## config.mk

```make
export PLATFORM = sky130hd
export DESIGN_NAME = regfile_write_scheduler
export DESIGN_NICKNAME = d
export VERILOG_FILES = /design/src/rtl/regfile_pkg.sv /design/src/rtl/rr_arbiter.sv /design/src/rtl/regfile_write_scheduler.sv
export SDC_FILE = /design/constraint.sdc
export NUM_CORES = 1
export LEC_CHECK = 0
export BUFFER_PORTS_ARGS = -buffer_cell sky130_fd_sc_hd__buf_4
export CAP_MARGIN = 0
export CELL_PAD_IN_SITES_DETAIL_PLACEMENT = 1
export CELL_PAD_IN_SITES_GLOBAL_PLACEMENT = 1
export CORE_ASPECT_RATIO = 0.7
export CORE_MARGIN = 2
export CORE_UTILIZATION = 28
export CTS_CLUSTER_DIAMETER = 150
export DETAILED_ROUTE_END_ITERATION = 7
export GPL_TIMING_DRIVEN = 0
export PLACE_DENSITY = 0.86
export SKIP_CTS_REPAIR_TIMING = 1
export SYNTH_ARGS = -nofsm -noshare
export SYNTH_HDL_FRONTEND = slang
export SYNTH_SLANG_ARGS = --single-unit
```

## constraint.sdc

```tcl
create_clock -name i_clk -period 3.6 [get_ports i_clk]
set_input_delay 0.72 -clock i_clk [delete_from_list [all_inputs] [get_ports i_clk]]
set_output_delay 0.72 -clock i_clk [all_outputs]
set_load 0.05 [all_outputs]
```

## src/rtl/regfile_pkg.sv

```systemverilog
// Purpose : shared types and constants for the register-file write scheduler.
// Contents: FSM state enum, default geometry constants, address-width helper.
package regfile_pkg;

  typedef enum logic {
    ST_CLEAR = 1'b0,
    ST_ARB   = 1'b1
  } state_e;

  localparam int unsigned NUM_REGS_DEF = 32;
  localparam int unsigned DW_DEF       = 32;

  // Index width for n items; never below one bit so every bus stays legal.
  function automatic int unsigned addr_w(input int unsigned n);
    return (n <= 2) ? 1 : $clog2(n);
  endfunction

endpackage

```

## src/rtl/rr_arbiter.sv

```systemverilog
// Purpose : combinational round-robin arbiter; grants the first request found
//           at i_ptr, i_ptr+1, ... (mod NUM_REQ).
// Ports   : i_req     - request vector
//           i_ptr     - highest-priority index this cycle
//           o_gnt     - one-hot grant (zero when nothing requests)
//           o_gnt_idx - index of the granted requester
//           o_gnt_vld - a grant exists this cycle
module rr_arbiter
  import regfile_pkg::*;
#(
  parameter int unsigned NUM_REQ = 4
) (
  input  logic [NUM_REQ-1:0]          i_req,
  input  logic [addr_w(NUM_REQ)-1:0]  i_ptr,
  output logic [NUM_REQ-1:0]          o_gnt,
  output logic [addr_w(NUM_REQ)-1:0]  o_gnt_idx,
  output logic                        o_gnt_vld
);

  localparam int unsigned PW = addr_w(NUM_REQ);

  int unsigned w_idx;

  // Scan from the pointer upward with wrap; the first hit wins.
  always_comb begin
    o_gnt     = '0;
    o_gnt_idx = '0;
    o_gnt_vld = 1'b0;
    w_idx     = 0;
    for (int unsigned off = 0; off < NUM_REQ; off++) begin
      w_idx = (32'(i_ptr) + off) % NUM_REQ;
      if (!o_gnt_vld && i_req[PW'(w_idx)]) begin
        o_gnt_vld           = 1'b1;
        o_gnt[PW'(w_idx)]   = 1'b1;
        o_gnt_idx           = PW'(w_idx);
      end
    end
  end

endmodule

```

## src/rtl/regfile_write_scheduler.sv

```systemverilog
// Purpose : shares the single write port of the register file among NUM_REQ
//           requesters with round-robin arbitration; zero-fills every register
//           after reset before accepting requests.
// Config  : RF_R0_PROTECT_EN - when defined, accepted writes to register 0 are
//           consumed without loading, so register 0 always reads zero.
// Ports   : i_clk, i_rst       - clock, synchronous active-high reset
//           i_req              - per-requester write request
//           i_req_addr         - packed addresses, requester i at [i*AW +: AW]
//           i_req_data         - packed data, requester i at [i*DW +: DW]
//           o_gnt              - combinational one-hot accept
//           o_rf_ld, o_rf_din  - registered load enables / write data
//           o_clr_busy         - zero-fill in progress
//           o_addr_err         - pulse: accepted write with address >= NUM_REGS
module regfile_write_scheduler
  import regfile_pkg::*;
#(
  parameter int unsigned NUM_REQ  = 4,
  parameter int unsigned NUM_REGS = NUM_REGS_DEF,
  parameter int unsigned DW       = DW_DEF
) (
  input  logic                          i_clk,
  input  logic                          i_rst,
  input  logic [NUM_REQ-1:0]            i_req,
  input  logic [NUM_REQ*addr_w(NUM_REGS)-1:0] i_req_addr,
  input  logic [NUM_REQ*DW-1:0]         i_req_data,
  output logic [NUM_REQ-1:0]            o_gnt,
  output logic [NUM_REGS-1:0]           o_rf_ld,
  output logic [DW-1:0]                 o_rf_din,
  output logic                          o_clr_busy,
  output logic                          o_addr_err
);

  localparam int unsigned AW = addr_w(NUM_REGS);
  localparam int unsigned PW = addr_w(NUM_REQ);
  localparam logic [NUM_REGS-1:0] LD_ONE = NUM_REGS'(1);

  state_e              r_state;
  logic [AW-1:0]       r_clr_idx;
  logic [PW-1:0]       r_rr_ptr;
  logic [NUM_REGS-1:0] r_rf_ld;
  logic [DW-1:0]       r_rf_din;
  logic                r_clr_busy;
  logic                r_addr_err;

  logic [NUM_REQ-1:0]  w_arb_gnt;
  logic [PW-1:0]       w_gnt_idx;
  logic                w_arb_vld;
  logic                w_accept;
  logic [AW-1:0]       w_sel_addr;
  logic [DW-1:0]       w_sel_data;
  logic                w_addr_ok;
  logic                w_r0_block;
  logic [PW-1:0]       w_ptr_nxt;

  rr_arbiter #(.NUM_REQ(NUM_REQ)) u_arb (
    .i_req     (i_req),
    .i_ptr     (r_rr_ptr),
    .o_gnt     (w_arb_gnt),
    .o_gnt_idx (w_gnt_idx),
    .o_gnt_vld (w_arb_vld)
  );

  // Grants only exist in ARB and are suppressed while reset is asserted.
  assign w_accept   = w_arb_vld && (r_state == ST_ARB) && !i_rst;
  assign o_gnt      = w_accept ? w_arb_gnt : '0;

  assign w_sel_addr = i_req_addr[32'(w_gnt_idx)*AW +: AW];
  assign w_sel_data = i_req_data[32'(w_gnt_idx)*DW +: DW];
  assign w_addr_ok  = 32'(w_sel_addr) < NUM_REGS;
  assign w_ptr_nxt  = (w_gnt_idx == PW'(NUM_REQ - 1)) ? '0 : w_gnt_idx + PW'(1);

`ifdef RF_R0_PROTECT_EN
  assign w_r0_block = (w_sel_addr == '0);
`else
  assign w_r0_block = 1'b0;
`endif

  // FSM, fill counter, round-robin pointer and all registered outputs.
  always_ff @(posedge i_clk) begin
    if (i_rst) begin
      r_state    <= ST_CLEAR;
      r_clr_idx  <= '0;
      r_rr_ptr   <= '0;
      r_rf_ld    <= '0;
      r_rf_din   <= '0;
      r_clr_busy <= 1'b1;
      r_addr_err <= 1'b0;
    end else begin
      case (r_state)
        ST_CLEAR: begin
          r_rf_ld    <= LD_ONE << r_clr_idx;
          r_rf_din   <= '0;
          r_addr_err <= 1'b0;
          if (r_clr_idx == AW'(NUM_REGS - 1)) begin
            r_state    <= ST_ARB;
            r_clr_busy <= 1'b0;
            r_clr_idx  <= '0;
          end else begin
            r_clr_idx  <= r_clr_idx + AW'(1);
          end
        end
        ST_ARB: begin
          r_rf_ld    <= '0;
          r_addr_err <= 1'b0;
          if (w_accept) begin
            r_rr_ptr <= w_ptr_nxt;
            // Bad or protected addresses consume the request without loading.
            if (!w_addr_ok) begin
              r_addr_err <= 1'b1;
            end else if (!w_r0_block) begin
              r_rf_ld  <= LD_ONE << w_sel_addr;
              r_rf_din <= w_sel_data;
            end
          end
        end
        default: r_state <= ST_CLEAR;
      endcase
    end
  end

  assign o_rf_ld    = r_rf_ld;
  assign o_rf_din   = r_rf_din;
  assign o_clr_busy = r_clr_busy;
  assign o_addr_err = r_addr_err;

endmodule

```

### Word level (Yosys, flattened, before mapping)

Cells that the tools add are included.

| word-level totals | value |
|---|---|
| flip-flop bits (word level) | 73 |
| output and inout bits | 70 |
| word-level logic and storage cells | 83 |

| operators by class | value |
|---|---|
| $add $sub $neg | 5 |
| multipliers | 1 |
| order comparisons | 8 |
| eq/ne operators | 3 |
| shift operators | 4 |
| multiplexer cells | 37 |
| bitwise operators | 4 |
| reduce and logical (&&, ||, !) cells | 15 |

Operator list:

| cell | count |
|---|---|
| $pmux 32 s2 | 2 |
| $shiftx 128x8->32 | 1 |
| $mux 32 | 2 |
| $shl 1x5->32 const A | 2 |
| $mux 4 | 5 |
| $shiftx 20x6->5 | 1 |
| $mux 1 | 14 |
| $lt 2x3->1 const B | 4 |
| $or 4x4->4 | 3 |
| $mux 2 | 5 |
| $logic_and 1x1->1 | 9 |
| $bmux 1 s2 | 4 |
| $demux 1 s2 | 4 |
| $ge 2x1->1 const B | 4 |
| $add 5x1->5 const B | 1 |
| $eq 5x5->1 const B | 1 |
| $mul 2x3->5 const B | 1 |
| $mux 5 | 1 |
| $add 2x1->2 const B | 2 |
| $add 2x2->2 const B | 2 |
| $logic_not 1->1 | 4 |
| $reduce_and 2->1 | 2 |
| $eq 2x2->1 const B | 1 |
| $ne 2x1->1 const B | 1 |
| $not 1->1 | 1 |

### Depth between registers and ports, before layout

Gate-level depths: netlist (run 1).

| depth | value |
|---|---|
| depth after elaboration | 17 |
| gate-level depth with buffers | 14 |
| mapped depth without buffers | 10 |

### Modules after synthesis

A second synthesis (run 1) with hierarchy kept.

| second synthesis, totals | value |
|---|---|
| cells, all modules | 370 |
| area total of the unflattened synthesis | 4086.4 um^2 |

Modules (own cells, without submodules):

| module | times used | cells each | area an instance (um^2) | seq. area each (um^2) |
|---|---|---|---|---|
| regfile_write_scheduler | 1 | 325 | 3664.8 | 1461.4 |
| rr_arbiter | 1 | 45 | 421.7 | 0.0 |

### Least setup slack after synthesis (run 1)

Ideal clock, no wire load.

| timing path | value |
|---|---|
| path type | register -> output |
| start point | register r_rr_ptr[0] |
| end point | output o_gnt[2] |
| arrival | 2783 ps |
| setup slack | 97 ps |
| cell stages (with the launch flop) | 10 |
| buffers on the path | 2 |
| path through | dfxtp_1 > buf_6 > inv_1 > ha_1 > mux4_2 > nor3_4 > and2_1 > buf_4 > a221oi_1 > nor2_1 |

| between the ends | value |
|---|---|
| word-level cells in the longest chain between the ends | 15 |

RTL lines:

| item | line | text |
|---|---|---|
| start: declaration | regfile_write_scheduler.sv:39 | `logic [PW-1:0] r_rr_ptr;` |
| start signal: assignment | regfile_write_scheduler.sv:106 | `r_rr_ptr <= w_ptr_nxt;` |
| branches (longest 14 deep; another with $lt 2x3->1) | n/a |  |
| $mux 4 (*) | regfile_write_scheduler.sv:65 | `assign o_gnt = w_accept ? w_arb_gnt : '0;` |
| end: declaration | regfile_write_scheduler.sv:26 | `output logic [NUM_REQ-1:0] o_gnt,` |

Mark *: on every way between the ends. The select of a mux whose other input is x is not followed.

### Worst setup path after layout (run 1)

| timing path | value |
|---|---|
| start point | register r_rr_ptr[0] |
| end point | output o_gnt[1] |

Same word-level chain as after synthesis.

==> out/metrics.cfg, run 1 <==
[outcome]
status = finished, violations left
violations = setup timing

[sta]
fin_ws_ns = -0.00398
drv_slew = 0
worst_pin_slew_ns = 0.577
slew_headroom_pct = 61.6
tns_ns = -0.00398
setup_viol = 1
fmax_mhz = 277
fin_skew_ns = 0.00795
rsz0062_at_grt = yes
finalCritPeriodShare_pct = 100
hold_violations = 0
fin_crit_ns = 3.60

[die]
ios = 224
initial_core_util_pct = 28.6
placement_rows = 37
core_area_mm2 = 0.0147
die_area_mm2 = 0.0161
die_y_um = 107
die_w_um = 151

[synthesis]
async_reset_ff_share_pct = 0
yosysWarnings = 0
syn_inst = 535
syn_nets = 704
avgSynthCellArea_um2 = 7.88
synth-seq-area-share_pct = 34.7
yosysUniqueCellTypes = 50
ys_seq_elements = 73
syn-cell-area_mm2 = 0.00422
synth-edff-count = 0
yosys_most_used_dff = dfxtp_1

[route]
vias = 4992
ant_nets = 0
wl_mm = 17.6
dr.pass1.iters = 5
wl_per_cell_um = 18.0
viasPerCell = 5.08
first_iter_violations = 208
drc_errors = 0

[clock_tree]
ctsHtreeMaxLevel = 3
cts-root-buf = clkbuf_16
clkTransAtPathRegs_ns = 0.06
clock_latency_ns = 0.34
cts-buffers-inserted = 9
clk_path_buf_depth = 2
cts_tree = built
clock_sinks = 73

[setup_path]
cp-start-kind = register
ff2ff_path_depth = 12
slowest_delay_ns = 0.60
cp.required_ns = 2.88
crit_fanout = 5
crit_path_top_delay_cell = mux4_2
crit_arrival_ns = 2.88
critical_path_class = reg2out
endpoint_kind = output port
crit_chain = buf_12, clkinvlp_4, ha_4, mux4_2, buf_4, a22oi_1, nor2_1, a221oi_1, nor2_2, buf_6

[global_routing]
gr-total-overflow = 0
grt_pass1_wl_mm = 26.1
grt_max_degree = 16
grt_pass1_vias = 4974
grt_use_total_pct = 20.7
antenna_found_initial = 0

[worst_hold_path]
worstHoldPathCells = 1
hold_class = reg2reg

[power_and_ir_drop]
ir_drop_mv = 0.175
netSwitchingPower_mw = 0.630
seqPwrFrac_pct = 37.0
p_leak_nw = 3.01
pwr-share-comb_pct = 20.1
pwr-share-clk_pct = 42.8
powerDensity_mw_per_mm2 = 325
power.share.switching_pct = 28.5
p_int_mw = 1.58

[placement]
portBuffers = 222
gp_congestion = 0.804
dp_hpwl_mm = 13.7
dp.cells = 952

[finish]
final_cells = 983
drive_gt1_share_pct = 40.1
syn_to_final_growth_pct = 61.6
diodes = 0
num-fill-cells = 1781
nNetsFinal = 952

[job]
drv_cap = 0

## layout make-up
cell class / count / area, um^2 / share of cell area [%]
buffer: 40 / 218 / 3.20
inverter: 8 / 33.8 / 0.496
tap: 195 / 244 / 3.58
multi-input combinational: 412 / 2730 / 40.0
clock buffer: 9 / 225 / 3.31
sequential: 73 / 1470 / 21.6
clock inverter: 7 / 85.1 / 1.25
timing repair buffer: 239 / 1810 / 26.6
## critical path: cells and delay by family, from the launching register on
family | cells | cell delay (ns)
AO/OA/AOI/OAI | 2 | 0.51
flip-flops | 1 | 0.39
multiplexers | 1 | 0.60
AND/OR/NAND/NOR | 2 | 0.14
buffers and inverters | 4 | 0.57
adder cells (fa/ha/maj) | 1 | 0.32
## through the flow
stage               total power [mW]  util [%]  setup WS, ns  cell area [um^2]  hold WS (ns)
finish                          2.21      46.3      -0.00398              6810         0.463
global route                    2.30      46.3        -0.112              6810         0.477
floorplan                       1.04         -        0.0970              4220         0.480
detailed placement              1.25      41.6        -0.490              6130         0.453
global placement                1.23      41.6        -0.338              6130         0.446
CTS                             2.20      43.7        -0.516              6440         0.470
## Yosys cell counts (2+ instances only)
cell      number  area share, %
a21oi_1        8           0.95
a221oi_1       5            1.0
a22oi_1        5           0.89
a31oi_1        3           0.45
a32o_1        32            7.6
a32oi_1        4           0.83
and3b_1        3           0.62
buf_1          7           0.62
buf_2          5           0.59
buf_4          2           0.36
buf_6          3           0.80
clkbuf_1      25            2.2
dfxtp_1       73             35
ha_1          15            4.5
inv_1          8           0.71
mux2i_1        7            1.7
mux4_2         4            2.1
nand2_1      151             13
nand2b_1       3           0.45
nand3_1       42            5.0
nand3b_1      38            6.8
nor2_1        22            2.0
nor2b_1        2           0.30
nor3_1         3           0.36
nor3b_1        2           0.36
o21ai_0        5           0.59
o22ai_1       26            3.9
o32ai_1        5            1.0
or3_1          5           0.74
xnor2_1        2           0.42
## sequential cells by signal, summed over array words and instances, names as in the netlist
name,flops
o_clr_busy,1
o_rf_din,32
o_rf_ld,32
r_clr_idx,5
r_rr_ptr,2
r_state,1
## final timing paths
kind / endpoint / slack, ns / start
worst min-delay path: o_clr_busy / 0.46 / o_clr_busy
worst max register to register: o_rf_ld[7] / 0.07 / r_rr_ptr[0]
worst min register to register: o_clr_busy / 0.46 / o_clr_busy
worst max-delay path: o_gnt[1] / -0.004 / r_rr_ptr[0]
## cell usage in the layout (no fill, tap or decap), drive strengths merged, types with 4 or more instances in the layout
cell type / count
o21ai: 6
or3: 6
clkbuf: 37
a21oi: 8
o32ai: 5
o22ai: 26
nand3: 42
nand3b: 38
a221oi: 5
nand2: 151
ha: 15
buf: 251
a32oi: 4
nor3: 4
nor2: 22
mux4: 4
inv: 11
a22oi: 5
a32o: 32
mux2i: 7
dfxtp: 73
## routing by layer
| metal | GRT usage [%] | vias up | share of wire [%] |
|---|---|---|---|
| met5 | 0 | - | 0 |
| li1 | - | 2432 | - |
| met4 | 4.61 | 0 | 0.84 |
| met3 | 5.62 | 12 | 7.1 |
| met2 | 34.3 | 167 | 48 |
| met1 | 27.1 | 2381 | 44 |
## power groups by stage
stage               logic [mW]  clock network [mW]  registers [mW]
floorplan                0.188                   0           0.850
global placement         0.396                   0           0.839
detailed placement       0.407                   0           0.839
CTS                      0.408               0.975           0.821
global route             0.486               0.998           0.820
finish                   0.445               0.948           0.820
## cells by family (layout without fill, tap and decap cells)
family / count (synthesis) / after routing / synth area share [%]
xor+xnor: 2 / 2 / 0.416
mux: 13 / 13 / 4.42
fa+ha+maj: 15 / 15 / 4.45
buf+inv: 50 / 303 / 5.31
other cells: 1 / 1 / 0.0890
simple gates: 280 / 280 / 31.8
compound gates: 101 / 101 / 18.8
flops: 73 / 73 / 34.7
No activity file was read; power rests on OpenSTA's default activity.
==> inputs of run 2 (changes only) <==
--- a/config.mk
+++ b/config.mk
@@ -5,15 +5,15 @@
 export SDC_FILE = /design/constraint.sdc
 export NUM_CORES = 1
 export LEC_CHECK = 0
-export BUFFER_PORTS_ARGS = -buffer_cell sky130_fd_sc_hd__buf_4
 export CAP_MARGIN = 0
 export CELL_PAD_IN_SITES_DETAIL_PLACEMENT = 1
 export CELL_PAD_IN_SITES_GLOBAL_PLACEMENT = 1
 export CORE_ASPECT_RATIO = 0.7
 export CORE_MARGIN = 2
-export CORE_UTILIZATION = 28
+export CORE_UTILIZATION = 40
 export CTS_CLUSTER_DIAMETER = 150
 export DETAILED_ROUTE_END_ITERATION = 7
+export DONT_BUFFER_PORTS = 1
 export GPL_TIMING_DRIVEN = 0
 export PLACE_DENSITY = 0.86
 export SKIP_CTS_REPAIR_TIMING = 1
==> out/metrics.cfg, run 2 (synthesis results as in run 1) <==
[finish]
nNetsFinal = 732  ; -23%
num-fill-cells = 1261  ; -29%
syn_to_final_growth_pct = 21.9
final_common_cell = nand2_1
drive_gt1_share_pct = 18.5  ; -22 points
final_cell_mix = 150 x nand2_1, 71 x dfxtp_1, 38 x nand3b_1
ff_latch_area_mm2 = 0.00147  ; unchanged
diodes = 0  ; unchanged
final_area_mm2 = 0.00514  ; -25%
multi_input_area_mm2 = 0.00279  ; +2.3%

[power_and_ir_drop]
pwr-share-comb_pct = 14.2  ; -5.9 points
seqPwrFrac_pct = 40.3  ; +3.3 points
p_leak_nw = 1.92  ; -36%
power.share.switching_pct = 28.5  ; +0.082 points
p_int_mw = 1.48  ; -6.8%
pwr-share-clk_pct = 45.5  ; +2.7 points
ir_drop_mv = 0.248  ; +42%
netSwitchingPower_mw = 0.589  ; -6.4%
powerDensity_mw_per_mm2 = 402  ; +24%

[die]
die_y_um = 89.9  ; -16%
die_area_mm2 = 0.0114  ; -29%
ios = 224  ; unchanged
placement_rows = 31  ; -16%
core_area_mm2 = 0.0103  ; -30%
initial_core_util_pct = 40.9  ; +12 points
die_w_um = 127  ; -16%

[global_routing]
met1_usage_pct = 31.5  ; +4.4 points
grt_pass1_wl_mm = 23.4  ; -10%
grt_use_total_pct = 25.7  ; +4.9 points
gr-max-usage-layer = met2
grt_max_degree = 16  ; unchanged
grt_pass1_vias = 4436  ; -11%
met3_usage_pct = 8.15  ; +2.5 points
antenna_found_initial = 0  ; unchanged
met2_usage_pct = 43.2  ; +8.9 points
gr-total-overflow = 0  ; unchanged

[route]
wl_mm = 16.0  ; -9.6%
vias = 4401  ; -12%
first_iter_violations = 238  ; +14%
drc_errors = 0  ; unchanged
dr.pass1.iters = 4  ; -1
wl_per_cell_um = 22.8  ; +27%
viasPerCell = 6.29  ; +24%
ant_nets = 0  ; unchanged

[clock_tree]
clock_latency_ns = 0.34  ; about the same
cts-buffers-inserted = 9  ; unchanged
cts-root-buf = clkbuf_16
clk_path_buf_depth = 2  ; unchanged
cts_tree = built
ctsHtreeMaxLevel = 3  ; unchanged
clkTransAtPathRegs_ns = 0.07  ; about the same
clock_sinks = 73  ; unchanged

[sta]
drv_slew = 0  ; unchanged
fin_crit_ns = 3.52  ; -0.0858 ns
hold_violations = 0  ; unchanged
tns_ns = 0  ; +0.00398 ns
fmax_mhz = 284  ; +2.4%
fin_skew_ns = 0.0109  ; +0.00298 ns
worst_pin_slew_ns = 0.747  ; +0.171 ns
finalCritPeriodShare_pct = 97.7  ; -2.4 points
whs_ns = 0.561  ; +0.0979 ns
slew_headroom_pct = 50.1  ; -11 points
setup_viol = 0  ; -1

[setup_path]
crit_fanout = 7  ; +2
cp.required_ns = 2.88  ; about the same
crit_arrival_ns = 2.80  ; -0.08 ns
critical_path_class = reg2out
cp-start-kind = register
endpoint_kind = output port

[placement]
dp_hpwl_mm = 11.7  ; -15%
postPlaceCellArea_mm2 = 0.00438  ; -28%
gp_congestion = 0.898  ; +12%
portBuffers = 0  ; -100%

[worst_hold_path]
hold_class = reg2reg

[job]
drv_cap = 0  ; unchanged

[outcome]
status = completed

==> run 2: worst paths after layout <==
path | from | endpoint | slack (ns) | depth (start not counted)
max reg2reg | r_rr_ptr[0] | o_rf_ld[3] | 0.10 | 13
min | r_clr_idx[3] | r_clr_idx[3] | 0.56 | 2
min reg2reg | r_clr_idx[3] | r_clr_idx[3] | 0.56 | 2
max | r_rr_ptr[0] | o_gnt[1] | 0.08 | 9
==> run 2: through the flow <==
stage	std cells	util [%]	power, mW	setup WS [ns]
after global routing	700	49.8	2.14	-0.0938
after global placement	667	42.5	1.09	-0.349
after floorplan	535	-	1.04	0.0970
after CTS	683	45.5	2.04	-0.692
after detailed placement	667	42.5	1.10	-0.532
final	700	49.8	2.07	0.0818
==> run 2: area by class of cell <==
type	count	share of cell area, %
sequential	73	28.6
tap	132	3.21
multi-input combinational	412	54.3
clock buffer	9	4.38
timing repair buffer	19	2.78
buffer	40	4.36
inverter	8	0.731
clock inverter	7	1.66
==> run 2: power by group through the flow <==
stage | clock network, mW | registers (mW) | logic [mW]
4_1_cts | 0.952 | 0.834 | 0.252
5_1_grt | 0.986 | 0.834 | 0.322
6_report | 0.939 | 0.833 | 0.293
3_5_place_dp | 0 | 0.852 | 0.250
3_3_place_gp | 0 | 0.851 | 0.237
2_1_floorplan | 0 | 0.850 | 0.188
==> run 2: per-layer routing <==
metal | up-vias | share of wire, %
li1 | 1983 | -
met1 | 2178 | 41
met2 | 211 | 49
met3 | 29 | 7.4
met4 | 0 | 1.8
met5 | - | 0
==> run 2: worst max-delay path: stages, from the launching register on <==
cell and delay [ns]:
dfxtp_4 0.38, buf_12 0.12, clkinvlp_4 0.12, ha_4 0.30
mux4_2 0.61, nor3_4 0.23, and2_4 0.17, buf_6 0.12
a221oi_1 0.11, nor2_4 0.29
==> inputs of run 3 (changes only) <==
--- a/config.mk
+++ b/config.mk
@@ -6,16 +6,16 @@
 export NUM_CORES = 1
 export LEC_CHECK = 0
 export CAP_MARGIN = 0
-export CELL_PAD_IN_SITES_DETAIL_PLACEMENT = 1
-export CELL_PAD_IN_SITES_GLOBAL_PLACEMENT = 1
+export CELL_PAD_IN_SITES_DETAIL_PLACEMENT = 2
+export CELL_PAD_IN_SITES_GLOBAL_PLACEMENT = 2
 export CORE_ASPECT_RATIO = 0.7
 export CORE_MARGIN = 2
-export CORE_UTILIZATION = 40
+export CORE_UTILIZATION = 30
 export CTS_CLUSTER_DIAMETER = 150
 export DETAILED_ROUTE_END_ITERATION = 7
 export DONT_BUFFER_PORTS = 1
 export GPL_TIMING_DRIVEN = 0
-export PLACE_DENSITY = 0.86
+export PLACE_DENSITY = 0.85
 export SKIP_CTS_REPAIR_TIMING = 1
 export SYNTH_ARGS = -nofsm -noshare
 export SYNTH_HDL_FRONTEND = slang
==> out/metrics.cfg, run 3 (synthesis results as in run 1) <==
[clock_tree]
clkTransAtPathRegs_ns = 0.07  ; about the same
clk_path_buf_depth = 2  ; unchanged
cts_tree = built
ctsHtreeMaxLevel = 3  ; unchanged
cts-root-buf = clkbuf_16
clock_sinks = 73  ; unchanged
cts-buffers-inserted = 9  ; unchanged
clock_latency_ns = 0.35  ; about the same

[sta]
fin_ws_ns = 0.0203  ; -0.0615 ns
slew_headroom_pct = 53.6  ; +3.6 points
setup_viol = 0  ; unchanged
hold_violations = 0  ; unchanged
drv_slew = 0  ; unchanged
finalCritPeriodShare_pct = 99.4  ; +1.7 points
fin_crit_ns = 3.58  ; +0.0615 ns
whs_ns = 0.554  ; -0.00727 ns
worst_pin_slew_ns = 0.694  ; -0.0535 ns
fin_skew_ns = 0.0142  ; +0.00325 ns
fmax_mhz = 279  ; -1.7%
rsz0062_at_grt = yes

[global_routing]
antenna_found_initial = 0  ; unchanged
grt_pass1_wl_mm = 25.6  ; +9.3%
grt_max_degree = 16  ; unchanged
met3_usage_pct = 5.79  ; -2.4 points
met1_usage_pct = 28.0  ; -3.5 points
gr-total-overflow = 0  ; unchanged
met2_usage_pct = 38.0  ; -5.2 points
grt_use_total_pct = 21.9  ; -3.8 points
grt_pass1_vias = 4437  ; +0.023%
gr-max-usage-layer = met2

[setup_path]
critical_path_class = reg2reg
endpoint_kind = register
cp.required_ns = 3.85  ; +0.97 ns
cp-start-kind = register
crit_fanout = 10  ; +3
crit_arrival_ns = 3.83  ; +1.03 ns

[finish]
final_cell_mix = 150 x nand2_1, 71 x dfxtp_1, 38 x nand3b_1, 38 x nand3_1, 32 x a32o_1
nNetsFinal = 731  ; -0.14%
drive_gt1_share_pct = 20.8  ; +2.3 points
syn_to_final_growth_pct = 25.6
final_common_cell = nand2_1
final_cells = 758  ; +8.3%
num-fill-cells = 1549  ; +23%

[power_and_ir_drop]
pwr-share-clk_pct = 45.5  ; about the same
power.share.switching_pct = 29.5  ; +0.96 points
netSwitchingPower_mw = 0.619  ; +4.9%
p_leak_nw = 1.93  ; +0.78%
seqPwrFrac_pct = 39.8  ; -0.5 points
pwr-share-comb_pct = 14.7  ; +0.5 points
powerDensity_mw_per_mm2 = 396  ; -1.5%
ir_drop_mv = 0.181  ; -27%
p_int_mw = 1.48  ; +0.13%

[die]
core_area_mm2 = 0.0138  ; +34%
die_w_um = 146  ; +15%
die_y_um = 103  ; +15%
initial_core_util_pct = 30.5  ; -10 points
ios = 224  ; unchanged
die_area_mm2 = 0.0150  ; +32%
placement_rows = 36  ; +16%

[route]
viasPerCell = 5.73  ; -8.8%
vias = 4344  ; -1.3%
ant_nets = 0  ; unchanged
wl_mm = 18.1  ; +14%
first_iter_violations = 151  ; -37%
dr.pass1.iters = 4  ; unchanged
wl_per_cell_um = 23.9  ; +5.0%
drc_errors = 0  ; unchanged

[placement]
portBuffers = 0  ; unchanged
dp.cells = 725  ; +8.7%
post-place-ws_ns = -0.748  ; -0.217 ns
dp_hpwl_mm = 13.4  ; +15%
gp_congestion = 0.823  ; -8.3%

[job]
drv_cap = 0  ; unchanged

[outcome]
status = completed

[worst_hold_path]
hold_class = reg2reg

==> run 3: cell count changes in the layout (fill, tap and decap cells not counted), sizes merged <==
cell,before,now
clkinv,2,3
clkbuf,37,40
clkinvlp,2,1
diode,0,1
buf,31,27
==> run 3: cell type report <==
| cell class | count | area, um^2 | area share (%) |
|---|---|---|---|
| plain buffers | 40 | 226 | 4.28 |
| clock buffers | 9 | 225 | 4.26 |
| flip-flops and latches | 73 | 1470 | 27.8 |
| multi-input cells | 412 | 2870 | 54.2 |
| repair buffers | 18 | 145 | 2.74 |
| well taps | 190 | 238 | 4.49 |
| clock inverters | 7 | 85.1 | 1.61 |
| inverters | 8 | 33.8 | 0.638 |
| diodes | 1 | 2.50 | 0.0473 |
==> run 3: critical path, cell delays in order (launching register included) <==
cell and delay [ns]:
dfxtp_4 0.38, buf_12 0.11, clkinvlp_4 0.13, ha_4 0.31
mux4_2 0.59, nor2b_4 0.15, or2_1 0.16, a2bb2oi_4 0.11
clkbuf_4 0.21, or3b_2 0.51, a32oi_4 0.29, nand3_2 0.19
o32ai_2 0.32
==> run 3: metal layers <==
metal	vias to the layer above	wire, um
li1	1984	-
met1	2169	7590
met2	175	9170
met3	16	1150
met4	0	241
met5	-	0
==> run 3: power by group through the flow <==
stage          clock network (mW)  registers, mW  logic [mW]
2_1_floorplan                   0          0.850       0.188
3_3_place_gp                    0          0.852       0.244
3_5_place_dp                    0          0.853       0.261
4_1_cts                     0.968          0.834       0.263
5_1_grt                      1.00          0.834       0.339
6_report                    0.955          0.834       0.308
==> run 3: path summary, 6_finish.rpt <==
path,from,end,slack [ns],cells after the start
worst max-delay path,r_rr_ptr[0],o_rf_ld[7],0.02,12
worst min-delay path,r_clr_idx[3],r_clr_idx[3],0.55,2
worst max register to register,r_rr_ptr[0],o_rf_ld[7],0.02,12
worst min register to register,r_clr_idx[3],r_clr_idx[3],0.55,2
==> run 3: stage by stage <==
stage / power [mW] / instance area (um^2) / util [%] / TNS (ns)
after CTS: 2.07 / 4760 / 34.4 / -40.75
after detailed placement: 1.11 / 4450 / 32.2 / -37.45
after global routing: 2.18 / 5290 / 38.3 / -2.46
after floorplan: 1.04 / 4220 / - / 0
after global placement: 1.10 / 4450 / 32.2 / -20.85
final: 2.10 / 5290 / 38.3 / 0
